File: config.mk
export PLATFORM = sky130hd
export DESIGN_NAME = i2s_tx_serializer_flat
export DESIGN_NICKNAME = d
export VERILOG_FILES = /design/src/rtl/i2s_tx_serializer_if.sv /design/src/rtl/i2s_tx_serializer.sv /design/src/flat_wrapper.sv
export SDC_FILE = /design/constraint.sdc
export NUM_CORES = 1
export LEC_CHECK = 0
export ABC_AREA = 0
export CAP_MARGIN = 20
export CORE_UTILIZATION = 40
export DETAILED_ROUTE_END_ITERATION = 8
export PLACE_DENSITY = 0.7
export SETUP_SLACK_MARGIN = 0.1
export SLEW_MARGIN = 40
export SYNTH_ARGS = -nofsm -noshare
export SYNTH_HDL_FRONTEND = slang
export SYNTH_SLANG_ARGS = --single-unit
export TNS_END_PERCENT = 50
File: constraint.sdc
create_clock -name ACLK -period 5.2 [get_ports ACLK]
set_input_delay 1.04 -clock ACLK [delete_from_list [all_inputs] [get_ports ACLK]]
set_output_delay 1.04 -clock ACLK [all_outputs]
set_load 0.02 [all_outputs]
File: src/rtl/i2s_tx_serializer_if.sv
// i2s_tx_serializer_if
//   Frame push channel into the I2S transmit serializer.
//   master: drives s_valid, s_left, s_right; samples s_ready.
//   slave : samples s_valid, s_left, s_right; drives s_ready.
//   s_left / s_right are two's-complement channel samples of DATA_WIDTH bits.
interface i2s_tx_serializer_if #(
    parameter int DATA_WIDTH = 24
);
    logic                         s_valid;
    logic                         s_ready;
    logic signed [DATA_WIDTH-1:0] s_left;
    logic signed [DATA_WIDTH-1:0] s_right;

    modport master (
        output s_valid,
        output s_left,
        output s_right,
        input  s_ready
    );

    modport slave (
        input  s_valid,
        input  s_left,
        input  s_right,
        output s_ready
    );
endinterface

File: src/rtl/i2s_tx_serializer.sv
// i2s_tx_serializer
//   Buffers stereo frames in a FIFO and serializes them as Philips I2S
//   (MSB one BCLK after the LRCLK edge).
// Ports:
//   ACLK, ARESET     clock, asynchronous active-high reset
//   enable           1 = run the serializer; stopping happens at frame end
//   s (slave)        frame push channel: s_valid/s_ready/s_left/s_right
//   fifo_level       frames currently stored
//   frame_pulse      one-cycle pulse per frame latched for transmission
//   underrun         sticky: a frame latch found the FIFO empty
//   underrun_clr     clears underrun (a simultaneous set wins)
//   bclk/lrclk/sdata I2S bit clock, word select (1 = right), serial data
module i2s_tx_serializer #(
    parameter int DATA_WIDTH = 24,
    parameter int SLOT_WIDTH = 32,
    parameter int BCLK_DIV   = 4,
    parameter int FIFO_DEPTH = 4
) (
    input  logic                            ACLK,
    input  logic                            ARESET,
    input  logic                            enable,
    i2s_tx_serializer_if.slave              s,
    output logic [$clog2(FIFO_DEPTH+1)-1:0] fifo_level,
    output logic                            frame_pulse,
    output logic                            underrun,
    input  logic                            underrun_clr,
    output logic                            bclk,
    output logic                            lrclk,
    output logic                            sdata
);
    localparam int FRAME_BITS = 2 * SLOT_WIDTH;
    localparam int LVL_W      = $clog2(FIFO_DEPTH + 1);
    localparam int PTR_W      = $clog2(FIFO_DEPTH);
    localparam int B_W        = $clog2(FRAME_BITS);
    localparam int DIV_W      = $clog2(BCLK_DIV + 1);

    typedef enum logic {
        ST_IDLE = 1'b0,
        ST_RUN  = 1'b1
    } state_t;

    state_t                       state_q, state_d;
    logic [DIV_W-1:0]             div_q, div_d;
    logic [B_W-1:0]               b_q, b_d, b_nxt;
    logic                         bclk_q, bclk_d;
    logic                         lrclk_q, lrclk_d;
    logic                         sdata_q, sdata_d;
    logic                         pulse_q, pulse_d;
    logic                         underrun_q, underrun_d;
    logic [LVL_W-1:0]             count_q, count_d;
    logic                         s_ready_q, s_ready_d;
    logic [PTR_W-1:0]             wr_q, wr_d, rd_q, rd_d;
    logic signed [DATA_WIDTH-1:0] tx_l_q, tx_l_d, tx_r_q, tx_r_d;
    logic signed [DATA_WIDTH-1:0] mem_l [FIFO_DEPTH];
    logic signed [DATA_WIDTH-1:0] mem_r [FIFO_DEPTH];
    logic                         push, pop, latch;

    // Bit driven while the frame counter sits at b: position b-1 of the
    // frame, so b=0 still carries the last right-slot bit of the old frame.
    function automatic logic serial_bit(input logic [B_W-1:0] b,
                                        input logic [DATA_WIDTH-1:0] l,
                                        input logic [DATA_WIDTH-1:0] r);
        int p;
        int idx;
        logic [DATA_WIDTH-1:0] w;
        p   = (int'(b) + FRAME_BITS - 1) % FRAME_BITS;
        idx = p % SLOT_WIDTH;
        w   = (p >= SLOT_WIDTH) ? r : l;
        if (idx >= DATA_WIDTH) begin
            return 1'b0;
        end
        w = w >> (DATA_WIDTH - 1 - idx);
        return w[0];
    endfunction

    always_comb begin
        state_d    = state_q;
        div_d      = div_q;
        b_d        = b_q;
        b_nxt      = '0;
        bclk_d     = bclk_q;
        lrclk_d    = lrclk_q;
        sdata_d    = sdata_q;
        pulse_d    = 1'b0;
        underrun_d = underrun_q;
        tx_l_d     = tx_l_q;
        tx_r_d     = tx_r_q;
        latch      = 1'b0;
        pop        = 1'b0;

        case (state_q)
            ST_IDLE: begin
                if (enable) begin
                    state_d = ST_RUN;
                    div_d   = '0;
                end
            end
            ST_RUN: begin
                if (div_q == DIV_W'(BCLK_DIV - 1)) begin
                    div_d  = '0;
                    bclk_d = ~bclk_q;
                    if (bclk_q) begin
                        // Falling toggle: advance the frame bit counter.
                        b_nxt = (b_q == B_W'(FRAME_BITS - 1)) ? '0 : b_q + 1'b1;
                        if (b_nxt == '0 && !enable) begin
                            state_d = ST_IDLE;
                            bclk_d  = 1'b0;
                            b_d     = '0;
                            lrclk_d = 1'b0;
                            sdata_d = 1'b0;
                        end else begin
                            b_d = b_nxt;
                            if (b_nxt == B_W'(1)) begin
                                latch   = 1'b1;
                                pulse_d = 1'b1;
                                if (count_q != '0) begin
                                    pop    = 1'b1;
                                    tx_l_d = mem_l[rd_q];
                                    tx_r_d = mem_r[rd_q];
                                end else begin
                                    tx_l_d = '0;
                                    tx_r_d = '0;
                                end
                            end
                            lrclk_d = (b_nxt >= B_W'(SLOT_WIDTH));
                            sdata_d = serial_bit(b_nxt, tx_l_d, tx_r_d);
                        end
                    end
                end else begin
                    div_d = div_q + 1'b1;
                end
            end
            default: state_d = ST_IDLE;
        endcase

        if (latch && count_q == '0) begin
            underrun_d = 1'b1;
        end else if (underrun_clr) begin
            underrun_d = 1'b0;
        end

        // s_ready is the registered view of the count, so a same-cycle pop
        // never admits an extra push.
        push      = s.s_valid && s_ready_q;
        count_d   = count_q + LVL_W'(push) - LVL_W'(pop);
        s_ready_d = (count_d < LVL_W'(FIFO_DEPTH));
        wr_d      = wr_q + PTR_W'(push);
        rd_d      = rd_q + PTR_W'(pop);
    end

    always_ff @(posedge ACLK or posedge ARESET) begin
        if (ARESET) begin
            state_q    <= ST_IDLE;
            div_q      <= '0;
            b_q        <= '0;
            bclk_q     <= 1'b0;
            lrclk_q    <= 1'b0;
            sdata_q    <= 1'b0;
            pulse_q    <= 1'b0;
            underrun_q <= 1'b0;
            count_q    <= '0;
            s_ready_q  <= 1'b1;
            wr_q       <= '0;
            rd_q       <= '0;
        end else begin
            state_q    <= state_d;
            div_q      <= div_d;
            b_q        <= b_d;
            bclk_q     <= bclk_d;
            lrclk_q    <= lrclk_d;
            sdata_q    <= sdata_d;
            pulse_q    <= pulse_d;
            underrun_q <= underrun_d;
            count_q    <= count_d;
            s_ready_q  <= s_ready_d;
            wr_q       <= wr_d;
            rd_q       <= rd_d;
        end
    end

    // Sample storage: pointers/count carry the reset, contents need none.
    always_ff @(posedge ACLK) begin
        if (push) begin
            mem_l[wr_q] <= s.s_left;
            mem_r[wr_q] <= s.s_right;
        end
        tx_l_q <= tx_l_d;
        tx_r_q <= tx_r_d;
    end

    assign s.s_ready   = s_ready_q;
    assign fifo_level  = count_q;
    assign frame_pulse = pulse_q;
    assign underrun    = underrun_q;
    assign bclk        = bclk_q;
    assign lrclk       = lrclk_q;
    assign sdata       = sdata_q;
endmodule

File: src/flat_wrapper.sv
// flat-port wrapper written by rule: the top's interface ports become plain ports
module i2s_tx_serializer_flat 
#(
    parameter int DATA_WIDTH = 24,
    parameter int SLOT_WIDTH = 32,
    parameter int BCLK_DIV   = 4,
    parameter int FIFO_DEPTH = 4
)
  (ACLK, ARESET, enable, fifo_level, frame_pulse, underrun, underrun_clr, bclk, lrclk, sdata, s_s_valid, s_s_left, s_s_right, s_s_ready);
  i2s_tx_serializer_if #(.DATA_WIDTH(DATA_WIDTH)) s_i ();
  input  logic ACLK;
  input  logic ARESET;
  input  logic enable;
  output logic [$clog2(FIFO_DEPTH+1)-1:0] fifo_level;
  output logic frame_pulse;
  output logic underrun;
  input  logic underrun_clr;
  output logic bclk;
  output logic lrclk;
  output logic sdata;
  input wire logic [$bits(s_i.s_valid)-1:0] s_s_valid;
  input wire logic [$bits(s_i.s_left)-1:0] s_s_left;
  input wire logic [$bits(s_i.s_right)-1:0] s_s_right;
  output wire logic [$bits(s_i.s_ready)-1:0] s_s_ready;
  assign s_i.s_valid = s_s_valid;
  assign s_i.s_left = s_s_left;
  assign s_i.s_right = s_s_right;
  assign s_s_ready = s_i.s_ready;
  i2s_tx_serializer #(.DATA_WIDTH(DATA_WIDTH), .SLOT_WIDTH(SLOT_WIDTH), .BCLK_DIV(BCLK_DIV), .FIFO_DEPTH(FIFO_DEPTH)) u_core (.ACLK(ACLK), .ARESET(ARESET), .enable(enable), .s(s_i), .fifo_level(fifo_level), .frame_pulse(frame_pulse), .underrun(underrun), .underrun_clr(underrun_clr), .bclk(bclk), .lrclk(lrclk), .sdata(sdata));
endmodule
==> reports/metrics.csv, run 1 <==
metric,value,unit
die area,28200,µm²
status,completed,
Placer Congestion,0.857,
hpwl dp,12400,µm
Unique masters post-synth,56,
largest net degree at the start of global routing,49,
max frequency,252,MHz
P per Cell Area,335,nW/µm²
Slew @ Worst Pin,0.772,ns
most instantiated library cell after synthesis,edfxtp_1,
syn_nets,689,
total negative slack,0,ns
# fillers,2262,
"delay-heaviest family, CP",compound AO/OA/AOI/OAI gates,
first-pass iteration count of the detailed router,4,
#FFs+latches synth,263,
core region area,27000,µm²
synthesized area,11000,µm²
Mapped Cells,626,
Hold EP,u_core.div_q[2]$_DFFE_PP0P_,
unrepaired setup endpoints after global routing,no,
r2r worst-path depth,11,
multi-input combinational cell area,3010,µm²
# IOs,62,
Post-synth EDFFs,240,
Reg-to-Reg End,u_core.sdata$_DFFE_PP0P_,
Crit path buffers/inverters,1,
Max H-tree Level,1,
DRT antenna net count,0,
post-CTS sizing,0,
critical-path cell list,ha_1 -> and2_1 -> a21oi_1 -> a2bb2oi_4 -> buf_4 -> mux2_2 -> mux4_2 -> mux2_2 -> a21oi_1 -> o211ai_1 -> a41o_1,
Routed WL per cell,19.0,µm
post-synth top area cell,edfxtp_1,
final WL,20100,µm
number of vias per cell,5.28,
starting density of the core,40.8,%
CTS buffer count,28,
clock latency on the worst-skew pair,0.53,ns
max incr delay on CP,0.52,ns
Tot Pwr,0.00434,W
Synth async-reset ratio,8.75,%
CTS tree,done,
clk_skew,0.00985,ns
initial antenna violation count,0,
Yosys warnings,0,
"Seq/Total Area, Yosys",70.6,%
Row Count,60,
Main synth FF type,edfxtp_1,
Chip Width,168,µm
antenna cells,0,
RR Startpoint,u_core.b_q[0]$_DFFE_PP0P_,
Die Span Y,168,µm
Max transition margin,48.5,%
WP data arrival,4.38,ns
port bufs,61,
final setup vio count,0,
Placed Instance Area,12000,µm²
leakage,4.32,nW
max-slew violation count,0,
clk sink count,263,
layout cells sized above 1,21.5,%
"Avg Cell Area, Syn",17.6,µm²
Worst EP required,5.62,ns
fin crit share,76.3,%
clk slew on worst S/H paths,0.06,ns
postcts setup bufs,0,
Overall Global Routing Usage,14.7,%
critical path launch point type,register,
Max Cap Viol,0,
Synth top area share,65.3,%
Max Fanout on Critical Path,24,
Synth area leaders,"edfxtp_1, mux4_2, dfrtp_1, mux2_2, nand2_1",
worst reg2reg setup slack,1.23,ns
vias in the first global route,5882,
layout net count,757,
CP max stage cell,a2bb2oi_4,
CTS root buffer,clkbuf_16,
hold_sp,u_core.div_q[2]$_DFFE_PP0P_,
pre-CTS WS,1.26,ns
Finished Cell Area,12900,µm²
# DRC,0,
VDD IR max,0.269,mV
most frequent cells after synthesis,"edfxtp_1, mux4_2, nand2_1",
Period minus WS final,3.97,ns
critical path class,reg -> reg,
total number of vias,5581,
dpl cells,1005,
area taken by flip-flops and latches,7790,µm²
number of DRC markers in iteration 0,356,
Worst Hold Depth,1,
first-pass GRT wire length,32500,µm
Crit. End Element,register,
HP Class,reg -> reg,
"Remaining Overflow, GRT",0,
Area growth syn-to-layout,17.4,%
final setup margin,1.23,ns
Post-Layout Cell Count,1057,
Hold Buf Count CTS,0,
"Hold Violations, Final",0,
clock buffer depth,3,
metal layers:
layer  vias up  track usage, %  share of wire, %
li1       2584               -                 -
met1      2836            20.7                46
met2       133            24.0                48
met3        28            2.12               4.9
met4         0            4.07               1.9
met5         -               0                 0
where the power goes:
group,internal (W),total [W],switching (W)
clock,0.00121,0.00198,0.000775
combinational,0.0000349,0.0000586,0.0000237
sequential,0.00230,0.00230,0.0000000000000000000135
total,0.00354,0.00434,0.000799
cell families after synthesis:
| group | count (synthesis) | share of synthesized area [%] |
|---|---|---|
| mux | 103 | 16.2 |
| flops | 263 | 70.6 |
| compound gates | 58 | 3.40 |
| fa+ha+maj | 10 | 1.20 |
| simple gates | 126 | 5.48 |
| buf+inv | 58 | 2.56 |
| xor+xnor | 8 | 0.635 |
layout by cell type (no fill, tap or decap), types with 2 or more instances in the layout:
cell type        instances
buf_4                   12
a22oi_1                  3
clkinv_1                 6
and2_1                  23
mux2_2                  30
nor2_1                  14
inv_1                   20
dfrtp_1                 20
nand2b_1                 3
nor3_1                   4
mux2i_1                 16
xnor2_1                  5
clkinv_2                10
clkbuf_1                 4
clkbuf_16               29
edfxtp_1               240
o21ai_0                 24
nand2_1                 56
nand3_1                  5
a31oi_1                  3
ha_1                     9
a21oi_1                  8
nor2b_1                  2
o31ai_1                  2
mux4_2                  57
and3_1                   3
nand3b_1                 2
clkdlybuf4s50_1         61
bufinv_16                4
xor2_1                   3
nor2_4                   2
o22ai_1                  2
or3_1                    4
worst max path at each step:
| stage | start | end | slack (ns) | cells past startpoint |
|---|---|---|---|---|
| 3_5_place_dp | u_core.b_q[0]$_DFFE_PP0P_ | u_core.sdata$_DFFE_PP0P_ | 1.26 | 11 |
| 5_1_grt | u_core.b_q[0]$_DFFE_PP0P_ | u_core.sdata$_DFFE_PP0P_ | 0.95 | 11 |
| 2_1_floorplan | u_core.b_q[1]$_DFFE_PP0P_ | u_core.s.s_ready$_DFF_PP1_ | 1.15 | 19 |
| 4_1_cts | u_core.b_q[0]$_DFFE_PP0P_ | u_core.sdata$_DFFE_PP0P_ | 1.20 | 11 |
| 6_report | u_core.b_q[0]$_DFFE_PP0P_ | u_core.sdata$_DFFE_PP0P_ | 1.23 | 11 |
| 3_3_place_gp | u_core.b_q[0]$_DFFE_PP0P_ | u_core.sdata$_DFFE_PP0P_ | 1.33 | 11 |
layout make-up:
class / count / area share [%]
multi-input cells: 305 / 23.3
flip-flops and latches: 263 / 60.2
repair buffers: 73 / 5.41
clock buffers: 33 / 5.72
inverters: 23 / 0.676
clock inverters: 19 / 1.48
well taps: 341 / 3.30
sequential cells by signal, indices dropped and copies added, names as in the netlist, 2 cells and up:
name / cells
u_core.div_q: 3
u_core.tx_r_q: 24
u_core.wr_q: 2
u_core.fifo_level: 3
u_core.mem_r: 96
u_core.mem_l: 96
u_core.b_q: 6
u_core.rd_q: 2
u_core.tx_l_q: 24
metrics by stage:
| step | hold slack, ns | util [%] |
|---|---|---|
| 2_1_floorplan | 0.458 | - |
| 3_3_place_gp | 0.471 | 44.5 |
| 3_5_place_dp | 0.502 | 44.5 |
| 4_1_cts | 0.516 | 47.9 |
| 5_1_grt | 0.534 | 47.9 |
| 6_report | 0.512 | 47.9 |
Power figures use the tool's default switching activity.
==> run 2: changes to the inputs <==
clock period = 3.23 ns   (was 5.2 ns; I/O delays follow)
==> reports/metrics.csv, run 2 (synthesized netlist as in run 1, its figures left out) <==
metric,value,unit,change
status,"complete, but fails checks",,
failing checks,negative setup slack,,
hpwl dp,13100,µm,+5.5%
"Remaining Overflow, GRT",0,,unchanged
most frequent cells in the layout,"edfxtp_1, clkdlybuf4s50_1, mux4_2",,
die area,28200,µm²,unchanged
VDD IR max,0.352,mV,+31%
Area growth syn-to-layout,21.5,%,
RR Startpoint,u_core.b_q[0]$_DFFE_PP0P_,,
HP Class,in -> async,,
first-pass iteration count of the detailed router,4,,unchanged
max incr delay on CP,0.47,ns,-0.05 ns
Crit. End Element,register,,
Tot Pwr,0.00698,W,+61%
"most common cell after layout, fill and taps aside",edfxtp_1,,
max frequency,309,MHz,+23%
total number of vias,5729,,+2.7%
initial antenna violation count,0,,unchanged
# IOs,62,,unchanged
clock latency on the worst-skew pair,0.53,ns,about the same
Row Count,60,,unchanged
Layout Utilization,49.6,%,+1.7 points
Period minus WS final,3.24,ns,-0.731 ns
register share of total power,53.0,%,about the same
core region area,27000,µm²,unchanged
CP dominant cell by count,mux2_2,,
Worst Setup EP,u_core.sdata$_DFFE_PP0P_,,
DRT antenna net count,0,,unchanged
layout cells sized above 1,26.5,%,+5.0 points
# DRC,0,,unchanged
critical path launch point type,register,,
Clock power frac,45.6,%,about the same
antenna cells,0,,unchanged
Max H-tree Level,1,,unchanged
worst reg2reg setup slack,-0.006,ns,-1.24 ns
first-pass GRT wire length,32400,µm,-0.47%
Die Span Y,168,µm,unchanged
cell-internal power,0.00571,W,+61%
"Hold Violations, Final",0,,unchanged
r2r worst-path depth,11,,unchanged
Max Cap Viol,0,,unchanged
WP data arrival,3.64,ns,-0.74 ns
unrepaired setup endpoints after global routing,yes,,
Slew @ Worst Pin,0.472,ns,-0.301 ns
fin crit share,100,%,+24 points
number of vias per cell,5.21,,-1.4%
number of DRC markers in iteration 0,314,,-12%
P per Cell Area,521,nW/µm²,+55%
final setup vio count,1,,+1
# fillers,2216,,-2.0%
port bufs,61,,unchanged
Worst EP required,3.64,ns,-1.98 ns
largest registers,"u_core.mem_l: 96 flops, u_core.mem_r: 96 flops",,
critical-path cell list,ha_2 -> and2_4 -> a21oi_4 -> a2bb2oi_4 -> buf_12 -> mux2_2 -> mux2_2 -> mux4_2 -> mux2_2 -> a32o_1 -> a41o_1,,
clk_skew,0.0221,ns,+0.0123 ns
CTS root buffer,clkbuf_16,,
clk slew on worst S/H paths,0.06,ns,about the same
clk sink count,263,,unchanged
starting density of the core,40.8,%,unchanged
Switch Pwr,0.00127,W,+59%
CTS tree,done,,
Min Hold Slack,0.477,ns,-0.0355 ns
Placer Congestion,0.889,,+3.7%
Reg-to-Reg End,u_core.sdata$_DFFE_PP0P_,,
clock buffer depth,3,,unchanged
Routed WL per cell,18.3,µm,-4.0%
Overall Global Routing Usage,14.6,%,-0.13 points
Max transition margin,68.3,%,+20 points
layout net count,800,,+5.7%
Max Fanout on Critical Path,18,,-25%
Chip Width,168,µm,unchanged
final WL,20100,µm,-0.14%
critical path class,reg -> reg,,
max-slew violation count,0,,unchanged
final setup margin,-0.00578,ns,-1.24 ns
switching part of the total,18.2,%,-0.14 points
leakage,4.57,nW,+5.7%
CP max stage cell,mux4_2,,
CP Launch Point,u_core.b_q[0]$_DFFE_PP0P_,,
largest net degree at the start of global routing,49,,unchanged
vias in the first global route,5984,,+1.7%
CTS buffer count,28,,unchanged
part of the power in combinational logic,1.4,%,about the same
==> run 2: cell count changes in the layout (fill, tap and decap cells not counted), moves of 2 or more <==
cell | previous run | this run
clkinv_2 | 10 | 7
clkinv_1 | 6 | 8
buf_4 | 12 | 46
buf_12 | 0 | 7
==> run 2: worst min path at each step <==
stage / from / end / depth (start not counted)
CTS: ARESET / u_core.fifo_level[1]$_DFF_PP0_ / 3
finish: ARESET / u_core.fifo_level[1]$_DFF_PP0_ / 3
detailed placement: u_core.div_q[2]$_DFFE_PP0P_ / u_core.div_q[2]$_DFFE_PP0P_ / 1
global route: ARESET / u_core.fifo_level[1]$_DFF_PP0_ / 3
global placement: u_core.div_q[2]$_DFFE_PP0P_ / u_core.div_q[2]$_DFFE_PP0P_ / 1
floorplan: u_core.div_q[2]$_DFFE_PP0P_ / u_core.div_q[2]$_DFFE_PP0P_ / 1
==> run 2: what timing repair did <==
item,4_1_cts,5_1_grt
buffers inserted,1,2
gates resized for setup,1,4
pin swaps,1,1
endpoints found under the setup margin,3,3
hold buffers,0,0
==> run 2: power groups by stage <==
stage	combinational, W	sequential, W	clock (W)
6_report	0.0000961	0.00370	0.00318
5_1_grt	0.000104	0.00370	0.00338
4_1_cts	0.0000977	0.00370	0.00325
3_5_place_dp	0.0000974	0.00377	0
3_3_place_gp	0.0000946	0.00377	0
2_1_floorplan	0.00000453	0.00377	0
==> run 2: layout make-up <==
type	instances	area, µm²	share of cell area, %
clock buffer	33	741	5.53
sequential	263	7790	58.1
timing repair buffer	116	1120	8.37
tap	341	427	3.18
multi-input combinational	305	3050	22.7
inverter	23	87.6	0.653
clock inverter	19	191	1.43
==> run 2: critical path: cells and delay by family (launching register included) <==
family / cells / cell delay, ns
fa+ha+maj: 1 / 0.21
buf+inv: 1 / 0.17
flops: 1 / 0.39
compound gates: 4 / 0.78
mux: 4 / 1.39
simple gates: 1 / 0.17
==> run 2: through the flow <==
step / TNS, ns / cells / worst slack [ns] / area (µm²)
global route: -0.0838 / 1100 / -0.0838 / 13400
global placement: -0.193 / 1045 / -0.193 / 12400
finish: -0.00578 / 1100 / -0.00578 / 13400
detailed placement: -0.224 / 1045 / -0.224 / 12400
CTS: 0 / 1098 / 0.00442 / 13400
floorplan: -10.87 / 626 / -0.188 / 11100
==> run 2: per-layer routing <==
| layer | share of wire, % | wire length, µm | track usage, % |
|---|---|---|---|
| met5 | 0 | 0 | 0 |
| met1 | 45 | 9070 | 20.2 |
| met4 | 1.3 | 269 | 3.68 |
| met2 | 48 | 9680 | 24.2 |
| met3 | 5.4 | 1090 | 2.28 |
